`src/rtl/hazard_scoreboard_pkg.sv`:
```
// Shared constants and types for the decode-stage hazard scoreboard.
package hazard_scoreboard_pkg;

  localparam int SB_NREG  = 8;
  localparam int SB_REG_W = 3;

  // EX-stage forwarding mux select, the consumer-side counterpart of this block.
  typedef enum logic [1:0] {
    FWD_ORIG     = 2'b00,
    FWD_MEM_ALU  = 2'b01,
    FWD_EX_ALU   = 2'b10,
    FWD_MEM_DATA = 2'b11
  } fwd_sel_e;

  // Instruction word loaded into ID/EX when a bubble is inserted.
  localparam logic [31:0] NOP_INSTR = 32'h0000_0000;

  // Decode control outputs, in port order.
  typedef struct packed {
    logic stall_pc;
    logic stall_if_id;
    logic bubble_id_ex;
    logic issue_id;
  } hz_ctrl_t;

endpackage

```
`src/rtl/hazard_scoreboard_sb_counter.sv`:
```
// One scoreboard entry: saturating down-counter with load override and freeze.
module sb_counter #(
  parameter int CNT_W = 2
) (
  input  logic             clk,
  input  logic             rst_n,
  input  logic             freeze,
  input  logic             load,
  input  logic [CNT_W-1:0] load_val,
  output logic [CNT_W-1:0] cnt
);

  // Load wins over the decrement; freeze holds everything.
  always_ff @(posedge clk or negedge rst_n) begin
    if (!rst_n)             cnt <= '0;
    else if (freeze)        cnt <= cnt;
    else if (load)          cnt <= load_val;
    else if (cnt != '0)     cnt <= cnt - 1'b1;
  end

endmodule

```
`src/rtl/hazard_scoreboard.sv`:
```
// Decode-stage load-use hazard detector with per-register countdown scoreboard.
// Optional HAZARD_STATS_EN adds saturating stall / memory-stall cycle counters.
module hazard_scoreboard
  import hazard_scoreboard_pkg::*;
#(
  parameter int NREG     = SB_NREG,
  parameter int REG_W    = SB_REG_W,
  parameter int LOAD_LAT = 1,
  parameter int CNT_W    = 2
) (
  input  logic             clk,
  input  logic             rst_n,
  input  logic             validId,
  input  logic [REG_W-1:0] RsId,
  input  logic [REG_W-1:0] RtId,
  input  logic             RsValidId,
  input  logic             RtValidId,
  input  logic             RegWriteId,
  input  logic             MemReadId,
  input  logic [REG_W-1:0] writeRegId,
  input  logic             memStall,
  input  logic             flush,
`ifdef HAZARD_STATS_EN
  output logic [15:0]      stallCount,
  output logic [15:0]      memStallCount,
`endif
  output logic             stallPc,
  output logic             stallIfId,
  output logic             bubbleIdEx,
  output logic             issueId
);

  logic [NREG-1:0][CNT_W-1:0] cnt;
  logic [NREG-1:0]            load_en;
  logic [CNT_W-1:0]           load_val;
  logic [REG_W-1:0]           last_dest;
  logic                       last_valid;
  logic                       hazard, issue_wr, clear_last;
  hz_ctrl_t                   ctrl;

  assign hazard = validId & ((RsValidId & (cnt[RsId] != '0)) |
                             (RtValidId & (cnt[RtId] != '0)));

  // Priority memStall > flush > hazard; reset forces everything quiet.
  always_comb begin
    ctrl = '0;
    if (!rst_n)      ctrl = '0;
    else if (memStall) begin
      ctrl.stall_pc    = 1'b1;
      ctrl.stall_if_id = 1'b1;
    end else if (flush) begin
      ctrl.bubble_id_ex = 1'b1;
    end else if (hazard) begin
      ctrl.stall_pc     = 1'b1;
      ctrl.stall_if_id  = 1'b1;
      ctrl.bubble_id_ex = 1'b1;
    end else begin
      ctrl.issue_id = validId;
    end
  end

  assign stallPc    = ctrl.stall_pc;
  assign stallIfId  = ctrl.stall_if_id;
  assign bubbleIdEx = ctrl.bubble_id_ex;
  assign issueId    = ctrl.issue_id;

  assign issue_wr   = ctrl.issue_id & RegWriteId;
  // A flushed load in EX will never produce its value, so its entry is cleared.
  assign clear_last = flush & ~memStall & last_valid;
  assign load_val   = (issue_wr & MemReadId) ? CNT_W'(LOAD_LAT) : '0;

  // Per-entry load select: new writer, or flush-clear of the load now in EX.
  always_comb begin
    load_en = '0;
    for (int r = 0; r < NREG; r++)
      load_en[r] = (issue_wr   && (writeRegId == REG_W'(r))) ||
                   (clear_last && (last_dest  == REG_W'(r)));
  end

  for (genvar r = 0; r < NREG; r++) begin : g_sb
    sb_counter #(.CNT_W(CNT_W)) u_cnt (
      .clk      (clk),
      .rst_n    (rst_n),
      .freeze   (memStall),
      .load     (load_en[r]),
      .load_val (load_val),
      .cnt      (cnt[r])
    );
  end

  // Track the instruction entering EX; only a pending load needs flush cleanup.
  always_ff @(posedge clk or negedge rst_n) begin
    if (!rst_n) begin
      last_dest  <= '0;
      last_valid <= 1'b0;
    end else if (!memStall) begin
      if (issue_wr) begin
        last_dest  <= writeRegId;
        last_valid <= MemReadId;
      end else begin
        last_valid <= 1'b0;
      end
    end
  end

`ifdef HAZARD_STATS_EN
  // Saturating cycle counters for hazard stalls and memory freezes.
  always_ff @(posedge clk or negedge rst_n) begin
    if (!rst_n) begin
      stallCount    <= '0;
      memStallCount <= '0;
    end else begin
      if (hazard && !memStall && stallCount != 16'hFFFF)
        stallCount <= stallCount + 16'd1;
      if (memStall && memStallCount != 16'hFFFF)
        memStallCount <= memStallCount + 16'd1;
    end
  end
`endif

endmodule

```
`config.mk`:
```
export PLATFORM = sky130hd
export DESIGN_NAME = hazard_scoreboard
export DESIGN_NICKNAME = d
export VERILOG_FILES = /design/src/rtl/hazard_scoreboard_pkg.sv /design/src/rtl/hazard_scoreboard_sb_counter.sv /design/src/rtl/hazard_scoreboard.sv
export SDC_FILE = /design/constraint.sdc
export NUM_CORES = 1
export LEC_CHECK = 0
export ABC_AREA = 1
export CORE_MARGIN = 8
export CORE_UTILIZATION = 45
export DETAILED_ROUTE_END_ITERATION = 7
export PLACE_DENSITY = 0.67
export SYNTH_ARGS = -nofsm -noshare
export SYNTH_HDL_FRONTEND = slang
export SYNTH_HIERARCHICAL = 1
export SYNTH_SLANG_ARGS = --single-unit
```
`constraint.sdc`:
```
create_clock -name clk -period 4.1 [get_ports clk]
set_clock_uncertainty 0.1 [all_clocks]
set_input_delay 0.615 -clock clk [delete_from_list [all_inputs] [get_ports clk]]
set_output_delay 0.615 -clock clk [all_outputs]
set_load 0.01 [all_outputs]
```
### Word-level counts from Yosys, hierarchy flattened

Index checks and enable logic that the tools add are counted.

* register bits: 20
* memories: 0
* input port bits: 18
* memory bits (writable): 0
* bits in latches: 0
* memory bits (read-only): 0
* word-level logic and storage cells: 126
* output and inout port bits: 4

* shifts and indexed selects: 0
* muxes and demuxes: 30
* bitwise gates (word level): 9
* $lt $le $gt $ge: 2
* div/mod/pow operators: 0
* $mul: 0
* reductions and logical operators: 53
* add/sub/neg operators: 8
* eq/ne operators: 14

Operator list (number)
* 2-bit two-way mux: 21
* 2-bit nonzero test: 18
* 3-bit == test (second input constant): 8
* 2-bit AND reduction: 9
* 1-bit logical AND: 16
* 2-bit by 1-bit subtractor with 2-bit output (second input constant): 8
* 2-bit binary-select mux with 3-bit select: 2
* 3-bit by 2-bit == test with 1-bit output (second input constant): 4
* 1-bit logical OR: 8
* 3-bit by 4-bit less-than comparator with 1-bit output (second input constant): 2
* 1-bit bitwise AND: 7
* 3-bit by 1-bit == test with 1-bit output (second input constant): 2
* 3-bit zero test: 2
* 1-bit two-way mux: 5
* 4-bit two-way mux: 1
* 3-bit two-way mux: 1
* 1-bit inverter: 1
* 1-bit OR: 1

### Longest topological paths before layout

* word-level depth: 15
* gate-level depth with buffers: 15

### Modules after synthesis

The synthesis kept the hierarchy.

Modules (own cells, without submodules)
* sb_counter: area an instance 133.9 µm², times used 8, cells each 20, sequential area each 50.0 µm²
* hazard_scoreboard: area an instance 633.1 µm², times used 1, cells each 114, sequential area each 100.1 µm²

### Worst setup path before layout

Ideal clock, no wire load.

* kind: in2out
* start point: in RsId[0]
* end point: out stallPc
* path slack: 1881 ps
* buffers on the path: 1
* arrival time: 1504 ps
* data required time: 3385 ps
* cell stages on the path: 9
* cell sequence: inv_2 -> nand2_1 -> nand3_1 -> nand3_1 -> nand3_2 -> nand2_2 -> nand2_1 -> a21oi_1 -> buf_4

* word-level cells in the longest chain between the ends: 10

RTL lines
* start: declaration: line hazard_scoreboard.sv:14 `input logic [REG_W-1:0] RsId,`
* 2-bit binary-select mux with 3-bit select: line hazard_scoreboard.sv:41 `assign hazard = validId & ((RsValidId & (cnt[RsId] != '0)) |`
* 2-bit two-way mux (implied by the code): line hazard_scoreboard.sv:41
* 2-bit nonzero test: line hazard_scoreboard.sv:41
* 1-bit bitwise AND: line hazard_scoreboard.sv:41
* 1-bit OR: line hazard_scoreboard.sv:41
* 1-bit bitwise AND: line hazard_scoreboard.sv:41
* 3-bit two-way mux: line hazard_scoreboard.sv:53 `end else if (hazard) begin`
* 2-bit two-way mux: line hazard_scoreboard.sv:51 `end else if (flush) begin`
* 2-bit two-way mux: line hazard_scoreboard.sv:48 `else if (memStall) begin`
* 4-bit two-way mux: line hazard_scoreboard.sv:47 `if (!rst_n) ctrl = '0;`
* end: declaration: line hazard_scoreboard.sv:27 `output logic stallPc,`

No other way between the ends. The select of a mux whose other input is x is not followed.

### Worst setup path after layout

* start point: in RsId[0]
* end point: out stallIfId

* word-level cells in the longest chain between the ends: 10

RTL lines
* 2-bit binary-select mux with 3-bit select: line hazard_scoreboard.sv:41
* 2-bit two-way mux (implied by the code): line hazard_scoreboard.sv:41
* 2-bit nonzero test: line hazard_scoreboard.sv:41
* 1-bit bitwise AND: line hazard_scoreboard.sv:41
* 1-bit OR: line hazard_scoreboard.sv:41
* 1-bit bitwise AND: line hazard_scoreboard.sv:41
* 3-bit two-way mux: line hazard_scoreboard.sv:53
* 2-bit two-way mux: line hazard_scoreboard.sv:51
* 2-bit two-way mux: line hazard_scoreboard.sv:48
* 4-bit two-way mux: line hazard_scoreboard.sv:47
* end: declaration: line hazard_scoreboard.sv:28 `output logic stallIfId,`

No other way between the ends. The select of a mux whose other input is x is not followed.

==> out/summary.txt <==
=======================================================================================
Result of the run ........................................................ finished, final reports clean
Cell count after synthesis ...............................................          274
Number of H-tree branching levels ........................................            1
Destination of the worst hold path ....................................... last_valid$_DFFE_PN0N_
CTS hold repair buffers ..................................................            0
Most repeated cell in the gate-level netlist after synthesis .............      nand2_1
Crit path kind ........................................................... primary input to primary output
Core Region ..............................................................    3660 um^2
Highest achievable clock rate ............................................      312 MHz
Cell types with the largest area share after synthesis ................... dfrtp_1 (29%), nand2_1 (24%), inv_1 (9.0%), nand3_1 (7.9%), ha_1 (5.9%)
Relative max-transition margin ...........................................        0.586
Worst-path fanout max ....................................................            5
Hold wc startpoint ....................................................... last_valid$_DFFE_PN0N_
RR Startpoint ............................................................ g_sb[6].u_cnt/cnt[0]$_DFFE_PN0P_
Standard-cell row count ..................................................           22
Number of design rule violations left after detail routing ...............            0
Die Area .................................................................    6010 um^2
Clock tree sinks .........................................................           20
Source-to-sink clock delay at the later pin of the worst-skew pair .......      0.26 ns
Depth of the most critical reg-to-reg path ...............................           13
Placer's final routability congestion estimate ...........................        0.830
Relative contribution of sequential cells to total power .................        0.349
Portion of total power attributed to the clock network ...................        0.145
Detail Route Antenna Nets ................................................            0
Fraction of the cycle the final worst path needs .........................        0.781
Overflow left after global routing .......................................            0
Total of flip-flops plus latches after synthesis .........................           20
# diodes .................................................................            0
Number of endpoints with negative hold slack in the final report .........            0
Total Routed Length ......................................................      3.80 mm
Largest area contributor in the synthesized netlist ......................      dfrtp_1
Power Density ............................................................  509 nW/um^2
Avg WL per Cell ..........................................................      10.7 um
Unrepaired setup endpoints after global routing ..........................        false
Placed cells .............................................................          350
Inserted Clock Buffers ...................................................            3
Final Instance Count excl. Fillers .......................................          354
Post-layout instance area ................................................    2050 um^2
Sum of internal, switching and leakage power .............................      1040 uW
Number of violations reported at the end of detailed-routing iteration 0 .           85
Total global-route track usage ...........................................        0.132
Synth-to-Final Area Change ...............................................        20.4%
Switching share of power .................................................        0.427
Height of the die ........................................................      77.5 um
Clock transition at the registers of the reported paths ..................      0.08 ns
Most used flip-flop cell after synthesis .................................      dfrtp_1
Final slew viol count ....................................................            0
Fill cell count ..........................................................          367
Mapped cell area .........................................................    1700 um^2
Cell Area, Placed ........................................................    2000 um^2
Period minus WS final ....................................................      3.20 ns
Global-route wire length before repair ...................................      6.51 mm
Top cells by count, synth ................................................ nand2_1 (110), inv_1 (41), nand3_1 (27)
TNS Setup ................................................................         0 ns
Actual transition at the worst max-transition pin ........................     0.615 ns
Capturing element type of the critical path .............................. primary output
Data arrival time of the worst path ......................................      2.49 ns
X dimension of the die ...................................................      77.5 um
Number of library cell types mapped by synthesis .........................           20
Number of antenna violations at the first check in global routing ........            0
Share of the yosys chip area belonging to registers ......................        0.294
IO Pins ..................................................................           22
Required time of the worst setup path ....................................      3.38 ns
Final #Nets ..............................................................          333
Fraction of registers with async set or reset after synthesis ............         1.00
Worst R2R End ............................................................ g_sb[7].u_cnt/cnt[1]$_DFFE_PN0P_
Fraction of synthesized cell area taken by the top area cell type ........        0.294
Net switching power ......................................................       446 uW
CTS max path bufs ........................................................            2
Root cell of the clock tree ..............................................     clkbuf_8
Proportion of power drawn by combinational gates .........................        0.505
Max-Cap Viols ............................................................            0
Total setup violations reported at the end of the flow ...................            0
Ratio of cells with drive above 1 in the final layout ....................        0.121
Cell leakage power .......................................................   0.00105 uW
Post-synth EDFFs .........................................................            0
Pin count of the biggest net entering global routing .....................           17
Number of buffers added on ports .........................................           21
Number of detailed-routing iterations run before antenna repair ..........            6
VDD IR-drop max ..........................................................     0.301 mV
Total number of vias .....................................................         1647
Routed via count divided by cell count ...................................         4.65
Category of the worst setup path launch point ............................ primary input
Internal power component .................................................       599 uW
Post-cts resize count ....................................................            0
Detailed-placement wirelength estimate ...................................      3.09 mm
Yosys Warn Count .........................................................            6
Mean instance size in the synthesized netlist ............................    6.22 um^2
Buffers inserted during post-CTS setup optimization ......................            0
Clock tree from TritonCTS ................................................        built
Reg-to-reg slack, setup ..................................................      1.60 ns
Initial core utilization .................................................        0.465
Worst hold-check path type ............................................... flop to flop
Via count of the first global-routing pass ...............................         1517
Number of cells on the worst hold path ...................................            2
=======================================================================================
==> metal layers <==
metal	vias to the layer above	global-route usage	share of wire
li1	905	-	-
met1	718	0.165	0.49
met2	18	0.218	0.47
met3	6	0.0207	0.028
met4	0	0.0585	0.018
met5	-	0	0
==> sequential cells by signal, summed over array words and instances, names as in the netlist <==
| register | count |
|---|---|
| last_dest | 3 |
| g_sb.u_cnt/cnt | 16 |
| last_valid | 1 |
==> worst max-delay path, cell delays in order <==
cell             delay (ns)
clkdlybuf4s50_1        0.57
inv_2                  0.08
nand2_1                0.07
nand3_1                0.07
nand3_1                0.09
nand3_2                0.08
nand2_2                0.11
nand2_1                0.08
a21oi_1                0.16
clkdlybuf4s50_1        0.56
==> layout by cell type, fill, tap and decap left out <==
cell type	n
nand2_1	110
inv_2	10
clkdlybuf4s50_1	21
nand3_2	2
clkbuf_8	4
o21ai_2	6
conb_1	8
nand3_1	27
nor2_1	10
a21oi_1	2
dfrtp_1	20
ha_1	8
nand3b_1	1
nand4_1	2
nor2_2	2
inv_1	41
nor2_4	1
o21ai_0	19
nand2_2	2
buf_4	2
a21oi_2	8
==> layout make-up <==
type / instances / area, um^2 / share of cell area
multi-input combinational: 208 / 1020 / 0.497
sequential: 20 / 500 / 0.244
timing repair buffer: 23 / 225 / 0.110
inverter: 51 / 191 / 0.0933
tap: 48 / 60.1 / 0.0293
clock buffer: 4 / 55.1 / 0.0268
==> power groups by stage <==
| stage | clock network (uW) | logic (uW) | registers (uW) |
|---|---|---|---|
| floorplan | 0 | 410 | 350 |
| global placement | 0 | 521 | 371 |
| detailed placement | 0 | 533 | 369 |
| CTS | 155 | 537 | 366 |
| global route | 162 | 627 | 381 |
| finish | 152 | 528 | 365 |
==> kinds of logic (layout without fill, tap and decap cells) <==
| group | count (synthesis) | in the layout | share of synthesized area |
|---|---|---|---|
| AOI/OAI and AO/OA | 35 | 35 | 0.134 |
| adders and majority gates | 8 | 8 | 0.0587 |
| buffers and inverters | 53 | 78 | 0.123 |
| DFF | 20 | 20 | 0.294 |
| other | 1 | 8 | 0.00220 |
| and+or+nand+nor | 157 | 157 | 0.388 |
==> stage by stage <==
step | utilization | worst slack, ns | hold slack [ns]
finish | 0.560 | 0.896 | 0.390
floorplan | - | 1.88 | 0.219
CTS | 0.560 | 0.884 | 0.393
detailed placement | 0.545 | 0.896 | 0.374
global placement | 0.545 | 0.928 | 0.373
global route | 0.560 | 0.734 | 0.440
==> worst max path at each step <==
| stage | start | endpoint | slack [ns] |
|---|---|---|---|
| floorplan | RsId[0] | stallPc | 1.88 |
| global placement | RtId[0] | stallIfId | 0.93 |
| detailed placement | RtId[0] | stallIfId | 0.90 |
| CTS | RsId[0] | stallIfId | 0.88 |
| global route | RsId[0] | stallPc | 0.73 |
| finish | RsId[0] | stallIfId | 0.90 |
(Power assumes the default switching activity.)
